<file path="config.mk">
export PLATFORM = sky130hd
export DESIGN_NAME = hex_seq_monitor_flat
export DESIGN_NICKNAME = d
export VERILOG_FILES = /design/src/rtl/hex_seq_monitor_if.sv /design/src/rtl/hex_seq_monitor.sv /design/src/flat_wrapper.sv
export SDC_FILE = /design/constraint.sdc
export NUM_CORES = 1
export LEC_CHECK = 0
export ABC_CLOCK_PERIOD_IN_PS = 4450
export BUFFER_PORTS_ARGS = -buffer_cell sky130_fd_sc_hd__buf_2
export CORE_ASPECT_RATIO = 2
export CORE_MARGIN = 4
export CORE_UTILIZATION = 40
export DETAILED_ROUTE_END_ITERATION = 10
export SYNTH_ARGS = -nofsm -noshare
export SYNTH_HDL_FRONTEND = slang
export SYNTH_SLANG_ARGS = --single-unit
export TNS_END_PERCENT = 1
</file>
<file path="constraint.sdc">
create_clock -name clk -period 4.45 [get_ports clk]
set_input_delay 0.89 -clock clk [delete_from_list [all_inputs] [get_ports clk]]
set_output_delay 0.89 -clock clk [all_outputs]
set_load 0.005 [all_outputs]
</file>
<file path="src/rtl/hex_seq_monitor_if.sv">
// Bundle of the sampled HEX0 segment bus and the monitor's status outputs.
// The master drives the display samples; the monitor is the slave.
interface hex_seq_monitor_if #(parameter int CW = 8);
  logic [6:0]    seg_in;
  logic          seg_valid;
  logic          dir;
  logic [3:0]    digit;
  logic          locked;
  logic          seq_err;
  logic          bad_pat;
  logic [CW-1:0] cycle_count;
  logic [CW-1:0] err_count;

  modport master (
    output seg_in, seg_valid, dir,
    input  digit, locked, seq_err, bad_pat, cycle_count, err_count
  );

  modport slave (
    input  seg_in, seg_valid, dir,
    output digit, locked, seq_err, bad_pat, cycle_count, err_count
  );
endinterface

</file>
<file path="src/rtl/hex_seq_monitor.sv">
// On-chip self-check of the digit sequencer: decodes the active-low HEX0
// pattern and tracks it around the 2-4-0-3-1 ring in either direction.
module hex_seq_monitor #(
  parameter int CW = 8
) (
  input  logic            clk,
  input  logic            reset_n,
  hex_seq_monitor_if.slave mon
);

  typedef enum logic {HUNT, TRACK} state_t;

  localparam logic [CW-1:0] CNT_MAX = {CW{1'b1}};
  localparam logic [CW-1:0] CNT_ONE = {{(CW-1){1'b0}}, 1'b1};

  state_t        state, state_nxt;
  logic [2:0]    pos, pos_nxt;
  logic [3:0]    digit_q, digit_nxt;
  logic          seq_err_q, seq_err_nxt;
  logic          bad_pat_q, bad_pat_nxt;
  logic [CW-1:0] cyc_q, cyc_nxt;
  logic [CW-1:0] err_q, err_nxt;

  logic [3:0]    dec;
  logic          ring_hit;
  logic [2:0]    ring_pos;
  logic [2:0]    succ;
  logic [CW-1:0] cyc_inc;
  logic [CW-1:0] err_inc;

  always_comb begin
    dec = 4'hF;
    case (mon.seg_in)
      7'b1000000: dec = 4'd0;
      7'b1111001: dec = 4'd1;
      7'b0100100: dec = 4'd2;
      7'b0110000: dec = 4'd3;
      7'b0011001: dec = 4'd4;
      7'b0010010: dec = 4'd5;
      7'b0000010: dec = 4'd6;
      7'b1111000: dec = 4'd7;
      7'b0000000: dec = 4'd8;
      7'b0010000: dec = 4'd9;
      default:    dec = 4'hF;
    endcase
  end

  // Ring position of the decoded digit, in forward order 2,4,0,3,1.
  always_comb begin
    ring_hit = 1'b1;
    ring_pos = 3'd0;
    case (dec)
      4'd2:    ring_pos = 3'd0;
      4'd4:    ring_pos = 3'd1;
      4'd0:    ring_pos = 3'd2;
      4'd3:    ring_pos = 3'd3;
      4'd1:    ring_pos = 3'd4;
      default: ring_hit = 1'b0;
    endcase
  end

  always_comb begin
    if (mon.dir) succ = (pos == 3'd4) ? 3'd0 : pos + 3'd1;
    else         succ = (pos == 3'd0) ? 3'd4 : pos - 3'd1;
  end

  assign cyc_inc = (cyc_q == CNT_MAX) ? cyc_q : cyc_q + CNT_ONE;
  assign err_inc = (err_q == CNT_MAX) ? err_q : err_q + CNT_ONE;

  always_ff @(posedge clk or negedge reset_n) begin
    if (!reset_n) begin
      state     <= HUNT;
      pos       <= 3'd0;
      digit_q   <= 4'hF;
      seq_err_q <= 1'b0;
      bad_pat_q <= 1'b0;
      cyc_q     <= '0;
      err_q     <= '0;
    end else begin
      state     <= state_nxt;
      pos       <= pos_nxt;
      digit_q   <= digit_nxt;
      seq_err_q <= seq_err_nxt;
      bad_pat_q <= bad_pat_nxt;
      cyc_q     <= cyc_nxt;
      err_q     <= err_nxt;
    end
  end

  always_comb begin
    state_nxt   = state;
    pos_nxt     = pos;
    digit_nxt   = digit_q;
    seq_err_nxt = 1'b0;
    bad_pat_nxt = 1'b0;
    cyc_nxt     = cyc_q;
    err_nxt     = err_q;

    if (mon.seg_valid) begin
      digit_nxt = dec;
      case (state)
        HUNT: begin
          if (ring_hit) begin
            pos_nxt   = ring_pos;
            state_nxt = TRACK;
          end else if (dec == 4'hF) begin
            bad_pat_nxt = 1'b1;
          end
        end
        TRACK: begin
          if (dec == 4'hF) begin
            bad_pat_nxt = 1'b1;
            state_nxt   = HUNT;
          end else if (!ring_hit) begin
            seq_err_nxt = 1'b1;
            err_nxt     = err_inc;
            state_nxt   = HUNT;
          end else if (ring_pos == succ) begin
            pos_nxt = succ;
            if (succ == 3'd0) cyc_nxt = cyc_inc;
          end else begin
            // Wrong ring digit (including a repeat): flag it and re-lock there.
            seq_err_nxt = 1'b1;
            err_nxt     = err_inc;
            pos_nxt     = ring_pos;
          end
        end
        default: state_nxt = HUNT;
      endcase
    end
  end

  assign mon.digit       = digit_q;
  assign mon.locked      = (state == TRACK);
  assign mon.seq_err     = seq_err_q;
  assign mon.bad_pat     = bad_pat_q;
  assign mon.cycle_count = cyc_q;
  assign mon.err_count   = err_q;

endmodule

</file>
<file path="src/flat_wrapper.sv">
// flat-port wrapper written by rule: the top's interface ports become plain ports
module hex_seq_monitor_flat 
#(
  parameter int CW = 8
)
  (clk, reset_n, mon_seg_in, mon_seg_valid, mon_dir, mon_digit, mon_locked, mon_seq_err, mon_bad_pat, mon_cycle_count, mon_err_count);
  hex_seq_monitor_if #(.CW(CW)) mon_i ();
  input  logic clk;
  input  logic reset_n;
  input wire logic [$bits(mon_i.seg_in)-1:0] mon_seg_in;
  input wire logic [$bits(mon_i.seg_valid)-1:0] mon_seg_valid;
  input wire logic [$bits(mon_i.dir)-1:0] mon_dir;
  output wire logic [$bits(mon_i.digit)-1:0] mon_digit;
  output wire logic [$bits(mon_i.locked)-1:0] mon_locked;
  output wire logic [$bits(mon_i.seq_err)-1:0] mon_seq_err;
  output wire logic [$bits(mon_i.bad_pat)-1:0] mon_bad_pat;
  output wire logic [$bits(mon_i.cycle_count)-1:0] mon_cycle_count;
  output wire logic [$bits(mon_i.err_count)-1:0] mon_err_count;
  assign mon_i.seg_in = mon_seg_in;
  assign mon_i.seg_valid = mon_seg_valid;
  assign mon_i.dir = mon_dir;
  assign mon_digit = mon_i.digit;
  assign mon_locked = mon_i.locked;
  assign mon_seq_err = mon_i.seq_err;
  assign mon_bad_pat = mon_i.bad_pat;
  assign mon_cycle_count = mon_i.cycle_count;
  assign mon_err_count = mon_i.err_count;
  hex_seq_monitor #(.CW(CW)) u_core (.clk(clk), .reset_n(reset_n), .mon(mon_i));
endmodule
</file>
==> results.md, run 1 <==
- Detailed placement HPWL: 3090 um
- Kind of capture point of the worst setup path: flip-flop
- FF-to-FF path depth: 10
- Area growth from synthesis to layout: 13.9%
- Io pins: 34
- Post-synthesis cell area: 1690 sq um
- Number of nets in the final layout: ~230
- Leakage power summed over all cells: approximately 0.92 nW
- Pin count of the biggest net entering global routing: 27
- Worst-case clock buffer depth: 2
- Cts bufs inserted: 3
- FF-to-FF End: u_core.mon.cycle_count[1]$_DFFE_PN0P_
- Number of buffers inserted by post-CTS setup repair: 0
- Synth Flop Type: dfrtp_1
- Clock transition at the register clock pins on the worst setup and hold paths after CTS: around 0.09 ns
- Total routing usage reported by global routing: 0.164
- Layout cells sized above 1: 0.232
- Post-Syn Nets: about 200
- Antenna diode count: 0
- Final Cycle Share: 0.751
- Final critical-path required period: roughly 3.3 ns
- Floorplan die width: 54.0 um
- Number of global-route vias before repair: 1471
- Average via count per standard cell: 5.62
- Data arrival time at the worst-slack endpoint: approximately 3.5 ns
- Largest fanout on the critical path: 15
- Number of flip-flops and latches in the synthesized netlist: 26
- Final-report hold violation count: 0
- Share of flip-flops with an asynchronous set or reset: 1.00
- Post-synth EDFFs: 0
- Startpoint class of the critical path: input port
- Share of total power in combinational logic: 0.221
- Proportion of power drawn by the clock network: 0.293
- Met1 capacity usage during global routing: 0.204
- Warnings from Yosys: 0
- Setup TNS: 0 ns
- Gr ovfl total: 0
- Wire length of the first global-routing pass: between 6000 and 7000 um
- Cell internal power dissipation: roughly 0.38 mW
- Routed wirelength normalized by instance count: about 15 um
- Core Util, Final: 0.471
- DRC violations left: 0
- Number of nets with antenna violations after detailed routing: 0
- Max H-tree Level: 1
- Routing usage on met3: 0.0178
- RSZ-0062 raised after global routing: no
- Clk root buf: clkbuf_8
- TritonCTS clock tree: yes
- Switching part of the total: 0.294
- Die footprint: around 5400 sq um
- Fmax: between 200 and 300 MHz
- Class of the tightest hold or removal check: flip-flop to flip-flop
- Startpoint of the worst-slack reg-to-reg timing path: u_core.pos[0]$_DFFE_PN0P_
- Insertion delay of the later-clocked pin in the worst-skew pair: 0.27 ns
- Die height: 100 um
- Worst Hold Launch: u_core.mon.digit[1]$_DFFE_PN1P_
- Max Transition Viols Final: 0
- GRT met2 Usage: 0.269
- Final count of negative-setup-slack endpoints: 0
- Routability Congestion: ~0.8
- Sequential power share: 0.486
- Input/output buffers: 33
- Starting utilization of the core area: 0.414
- Relative slew slack: 0.522
- Data required time of the critical path: approximately 4.6 ns
- Critical path start-end classification: input port to flip-flop
- Wire length reported by the detailed router: ~4000 um
- First-iteration detailed-routing DRC count: 37
- Worst reg-to-reg setup slack: roughly 1.8 ns
- Clk sink count: 26
- Overall power consumption: 0.535 mW
- Overall via count from detail_route: between 1000 and 1500
- Worst vdd ir: roughly 0.00023 V
- Number of antenna violations at the first check in global routing: 0
- Worst Hold Depth: 2
- Worst Max-Slew Pin Slew: 0.712 ns
- Maximum Capacitance Violations: 0
- Cell count after synthesis: approximately 180
- Hold_buf cts: 0
- Hold EP: u_core.mon.digit[1]$_DFFE_PN1P_
- Detailed-router iteration count before antenna repair: 4
- Sequential fraction of the synthesis area: 0.388
- Run status: complete, no violations
- Switching pwr: approximately 0.16 mW
- Post-route clock skew: 0.00229 ns
- Mean area per synthesized cell: between 9 and 10 sq um
- Placement row count: 33
- Commonest non-fill, non-tap cell in the layout: buf_2
- Area of the core region: 4090 sq um
- Power per cell area: 277 nW/um^2
- Worst Hold Margin: between 0.4 and 0.5 ns
- Highest-utilization routing layer at the global route stage: met2
- Highest-count cells in the layout ignoring fill and taps: buf_2 (33), dfrtp_1 (22), nor2_1 (12), nand3_1 (12), xor2_1 (10)
- Number of instances resized during post-cts repair: 0
- Unique masters post-synth: around 50
-- worst max path at each step --
stage | start | to | slack (ns) | cells after the start
after floorplan | mon_seg_in[3] | u_core.mon.cycle_count[1]$_DFFE_PN0P_ | 1.25 | 8
after global placement | mon_seg_in[1] | u_core.mon.cycle_count[1]$_DFFE_PN0P_ | 0.87 | 8
after detailed placement | mon_seg_in[1] | u_core.mon.cycle_count[1]$_DFFE_PN0P_ | 0.82 | 8
after CTS | mon_seg_in[1] | u_core.mon.cycle_count[1]$_DFFE_PN0P_ | 1.12 | 8
after global routing | mon_seg_in[5] | u_core.mon.cycle_count[5]$_DFFE_PN0P_ | 0.95 | 8
final | mon_seg_in[1] | u_core.mon.cycle_count[1]$_DFFE_PN0P_ | 1.11 | 8
-- critical path, cell delays in order --
cell	delay, ns
buf_2	0.16
nand4bb_2	0.30
or3_1	0.39
a221o_1	0.34
or3_1	0.35
a211o_1	0.48
nor2_1	0.23
mux2_2	0.35
-- layer usage --
metal | up-vias | share of wire
met2 | 39 | 0.52
met3 | 14 | 0.032
met1 | 706 | 0.40
met4 | 0 | 0.043
met5 | - | 0
li1 | 718 | -
-- area by class of cell --
type	count	area, sq um
clock buffer	4	55.1
multi-input combinational	140	956
tap	52	65.1
sequential	26	656
timing repair buffer	33	165
fill	411	2160
inverter	8	30.0
-- power groups by stage --
stage	clock [mW]	sequential, mW	combinational (mW)
after global placement	0	0.264	0.119
after detailed placement	0	0.265	0.120
after global routing	0.167	0.262	0.135
final	0.157	0.260	0.118
after CTS	0.156	0.260	0.121
after floorplan	0	0.263	0.0838
-- kinds of logic (layout without fill, tap and decap cells) --
kind of cell	after synthesis	after routing	synth area share
AOI/OAI and AO/OA	39	39	0.163
DFF	26	26	0.388
and+or+nand+nor	74	74	0.244
adders and majority gates	6	6	0.0444
buffers and inverters	18	45	0.0473
xor gates and xnor gates	17	17	0.0880
muxes	4	4	0.0259
-- sequential cells by signal (all words and copies together), names as in the netlist --
register / cells
u_core.mon.bad_pat: 1
u_core.mon.cycle_count: 8
u_core.mon.digit: 4
u_core.mon.err_count: 8
u_core.mon.locked: 1
u_core.mon.seq_err: 1
u_core.pos: 3
-- cells in the mapped netlist (2+ instances only) --
| master | instances | share of area |
|---|---|---|
| nor2b_1 | 4 | 0.015 |
| mux2_2 | 3 | 0.020 |
| nand2b_1 | 3 | 0.011 |
| a21o_1 | 3 | 0.013 |
| o21ai_0 | 5 | 0.015 |
| ha_1 | 6 | 0.044 |
| dfrtp_1 | 22 | 0.33 |
| or3_1 | 6 | 0.022 |
| nor4_1 | 2 | 0.0074 |
| nand3b_1 | 4 | 0.018 |
| dfstp_2 | 4 | 0.062 |
| nor3_1 | 7 | 0.021 |
| and3_1 | 7 | 0.026 |
| inv_1 | 8 | 0.018 |
| xor2_1 | 10 | 0.052 |
| o32ai_1 | 3 | 0.016 |
| or3b_2 | 3 | 0.016 |
| xnor2_1 | 7 | 0.036 |
| nor2_1 | 12 | 0.027 |
| a31oi_1 | 2 | 0.0074 |
| nand3_1 | 12 | 0.036 |
| clkbuf_1 | 7 | 0.016 |
| a21oi_1 | 8 | 0.024 |
| a211oi_1 | 3 | 0.013 |
| nand2_1 | 9 | 0.020 |
-- through the flow --
stage,std cells,cell area (sq um),worst slack [ns]
final,263,1930,1.11
after global routing,263,1930,0.952
after CTS,263,1930,1.12
after detailed placement,259,1870,0.824
after global placement,259,1870,0.873
after floorplan,184,1690,1.25
No activity file was read; power rests on OpenSTA's default activity.
==> run 2, diff against run 1 <==
ABC_AREA = 1   (was default)
ABC_CLOCK_PERIOD_IN_PS = 3250   (was 4450)
clock period = 3.25 ns   (was 4.45 ns; I/O delays follow)
==> results.md, run 2 <==
- Worst-case clock buffer depth: 2 (unchanged)
- Setup slack at placement: 0.942 ns (was 0.824 ns)
- Post-Syn Nets: 275 (was 201)
- Cell count after synthesis: 258 (was 184)
- Critical path start-end classification: flip-flop to flip-flop (was input port to flip-flop)
- Io pins: 34 (unchanged)
- RSZ-0062 raised after global routing: no (unchanged)
- DRC violations left: 0 (unchanged)
- Run status: complete, no violations (unchanged)
- Library cell occupying the most area in the post-synthesis netlist: dfrtp_1 (unchanged)
- Highest-count cells in the layout ignoring fill and taps: nand2_1 (82), buf_2 (33), inv_1 (29), dfrtp_1 (22), nand3_1 (21) (was buf_2 (33), dfrtp_1 (22), nor2_1 (12), nand3_1 (12), xor2_1 (10))
- Number of nets in the final layout: 310 (was 229)
- Routed wirelength normalized by instance count: 12.8 um (was 15.3 um)
- Data required time of the critical path: 3.42 ns (was 4.62 ns)
- Hold_buf cts: 0 (unchanged)
- Total routing usage reported by global routing: 0.155 (was 0.164)
- Layout cells sized above 1: 0.260 (was 0.232)
- Pin count of the biggest net entering global routing: 27 (unchanged)
- Synth Area in Adders: 0.0393 (was 0.0444)
- Cts bufs inserted: 3 (unchanged)
- Number of global-route vias before repair: 1691 (was 1471)
- Commonest non-fill, non-tap cell in the layout: nand2_1 (was buf_2)
- Warnings from Yosys: 0 (unchanged)
- Unique masters post-synth: 29 (was 49)
- Number of antenna violations at the first check in global routing: 0 (unchanged)
- Synth Flop Type: dfrtp_1 (unchanged)
- Xor and xnor area share after synthesis: 0.0413 (was 0.0880)
- Clk sink count: 26 (unchanged)
- Post-synthesis cell area: 1910 sq um (was 1690 sq um)
- Floorplan die width: 56.9 um (was 54.0 um)
- Die height: 106 um (was 100 um)
- Power per cell area: 291 nW/um^2 (was 277 nW/um^2)
- Number of instances resized during post-cts repair: 0 (unchanged)
- Data arrival time at the worst-slack endpoint: 2.48 ns (was 3.51 ns)
- Most frequent cell after synthesis: nand2_1 (was dfrtp_1)
- Wire length reported by the detailed router: 4440 um (was 4040 um)
- Combinational family with the most area after synthesis: simple AND/OR/NAND/NOR gates (unchanged)
- Area of the core region: 4600 sq um (was 4090 sq um)
- Mean area per synthesized cell: 7.41 sq um (was 9.19 sq um)
- Startpoint class of the critical path: flip-flop (was input port)
- Routability Congestion: 0.758 (was 0.797)
- Final Cycle Share: 0.712
- Max Transition Viols Final: 0 (unchanged)
- Die footprint: 6010 sq um (was 5400 sq um)
- Final critical-path required period: 2.31 ns
- Share of the synthesized area in compound gates (AO/OA/AOI/OAI): 0.0183 (was 0.163)
- Kind of capture point of the worst setup path: flip-flop (unchanged)
- First-iteration detailed-routing DRC count: 41 (was 37)
- Detailed-router iteration count before antenna repair: 4 (unchanged)
- Cell types occupying the most area after synthesis: dfrtp_1 (29%), nand2_1 (16%), nand4_1 (5.9%), inv_1 (5.7%), dfstp_2 (5.5%) (was dfrtp_1 (33%), dfstp_2 (6.2%), xor2_1 (5.2%), ha_1 (4.4%), xnor2_1 (3.6%))
- Number of flip-flops and latches in the synthesized netlist: 26 (unchanged)
- Worst Max-Slew Pin Slew: 0.619 ns (was 0.712 ns)
- Clk root buf: clkbuf_8 (unchanged)
- Area growth from synthesis to layout: 13.8% (was 13.9%)
- Leakage power summed over all cells: 1.20 nW (was 0.920 nW)
- Final count of negative-setup-slack endpoints: 0 (unchanged)
- Average via count per standard cell: 4.98 (was 5.62)
- Class of the tightest hold or removal check: input port to asynchronous set/reset pin (was flip-flop to flip-flop)
- Worst vdd ir: 0.000153 V (was 0.000227 V)
- Fraction of synthesized cell area taken by the top area cell type: 0.288 (was 0.325)
- Detailed placement HPWL: 3500 um (was 3090 um)
- Number of buffers inserted by post-CTS setup repair: 0 (unchanged)
- Wire length of the first global-routing pass: 7530 um (was 6810 um)
- Max H-tree Level: 1 (unchanged)
- Mux share of post-synthesis cell area: 0 (was 0.0259)
- Post-synth EDFFs: 0 (unchanged)
- Largest fanout on the critical path: 12 (was 15)
- Fmax: between 400 and 500 MHz
- Gr ovfl total: 0 (unchanged)
- Number of nets with antenna violations after detailed routing: 0 (unchanged)
- Maximum Capacitance Violations: 0 (unchanged)
- TritonCTS clock tree: yes (unchanged)
- Relative slew slack: 0.587 (was 0.522)
- Starting utilization of the core area: 0.416 (was 0.414)
- Synth top cells by count: nand2_1 (82), inv_1 (29), dfrtp_1 (22), nand3_1 (21), nor2_1 (20) (was dfrtp_1 (22), nand3_1 (12), nor2_1 (12), xor2_1 (10), nand2_1 (9))
- Setup TNS: 0 ns (unchanged)
- Post-route clock skew: 0.00518 ns (was 0.00229 ns)
- Final-report hold violation count: 0 (unchanged)
- Final critical-path setup slack: 0.935 ns (was 1.11 ns)
- Post-Synth Simple-Gate Area: 0.474 (was 0.244)
- Overall via count from detail_route: 1728 (was 1477)
- Share of flip-flops with an asynchronous set or reset: 1.00 (unchanged)
- Filler Cells Inserted: 469 (was 411)
- Insertion delay of the later-clocked pin in the worst-skew pair: 0.27 ns (about the same)
- Clock transition at the register clock pins on the worst setup and hold paths after CTS: 0.09 ns (about the same)
- Sequential fraction of the synthesis area: 0.343 (was 0.388)
- Placement row count: 35 (was 33)
- Antenna diode count: 0 (unchanged)
- Input/output buffers: 33 (unchanged)
run 2: cell count changes after synthesis, sizes merged, moves of 7 or more:
cell,previous run,this run
nand4,0,20
nand2,9,92
inv,8,35
nor2,12,29
nand3,12,26
and3,7,0
a21oi,8,1
run 2: cell families after synthesis:
family                     count (synthesis)
AOI/OAI and AO/OA                          5
xor gates and xnor gates                   9
adders and majority gates                  6
buffers and inverters                     38
DFF                                       26
and+or+nand+nor                          174
run 2: power by group:
part	switching (mW)	leakage, nW	internal (mW)
clock	0.104	0.0288	0.108
sequential	0.00506	0.347	0.333
combinational	0.0544	0.824	0.0264
total	0.164	1.20	0.468
run 2: metal layers:
| layer | up-vias | wire length [um] | track usage |
|---|---|---|---|
| li1 | 896 | - | - |
| met4 | 0 | 118 | 0.0564 |
| met2 | 36 | 2500 | 0.302 |
| met1 | 788 | 1690 | 0.167 |
| met3 | 8 | 131 | 0.0123 |
| met5 | - | 0 | 0 |
run 2: path summary, 6_finish.rpt:
kind	from	to	slack [ns]	cells past startpoint
min	reset_n	u_core.mon.err_count[3]$_DFFE_PN0P_	0.38	1
min reg2reg	u_core.mon.digit[0]$_DFFE_PN1P_	u_core.mon.digit[0]$_DFFE_PN1P_	0.47	2
min in group clk	u_core.mon.digit[0]$_DFFE_PN1P_	u_core.mon.digit[0]$_DFFE_PN1P_	0.47	2
max in group asynchronous	reset_n	u_core.mon.locked$_DFFE_PN0P_	2.46	1
max reg2reg	u_core.pos[0]$_DFFE_PN0P_	u_core.mon.cycle_count[7]$_DFFE_PN0P_	0.94	12
max	u_core.pos[0]$_DFFE_PN0P_	u_core.mon.cycle_count[7]$_DFFE_PN0P_	0.94	12
run 2: through the flow:
stage	utilization	instance area [sq um]	hold slack, ns	total power, mW	instances
floorplan	-	1910	0.354	0.394	258
global placement	0.461	2120	0.461	0.425	343
detailed placement	0.461	2120	0.460	0.427	343
CTS	0.473	2170	0.401	0.642	347
global route	0.473	2170	0.429	0.661	347
finish	0.473	2170	0.379	0.632	347
run 2: worst max-delay path, cell delays in order (launching register included):
cell,delay (ns)
dfrtp_1,0.38
inv_1,0.06
ha_1,0.24
ha_1,0.28
or2_2,0.26
nand2_1,0.12
nor2_1,0.08
nor2_4,0.15
nand3_2,0.10
nor2_4,0.24
nand3_2,0.16
nand2_1,0.09
nand2_1,0.05
run 2: final cells by class:
cell class              count  area (sq um)  area share
multi-input cells         194          1090       0.504
clock buffers               4          55.1      0.0253
repair buffers             33           165      0.0760
well taps                  55          68.8      0.0317
inverters                  35           134      0.0616
flip-flops and latches     26           656       0.302
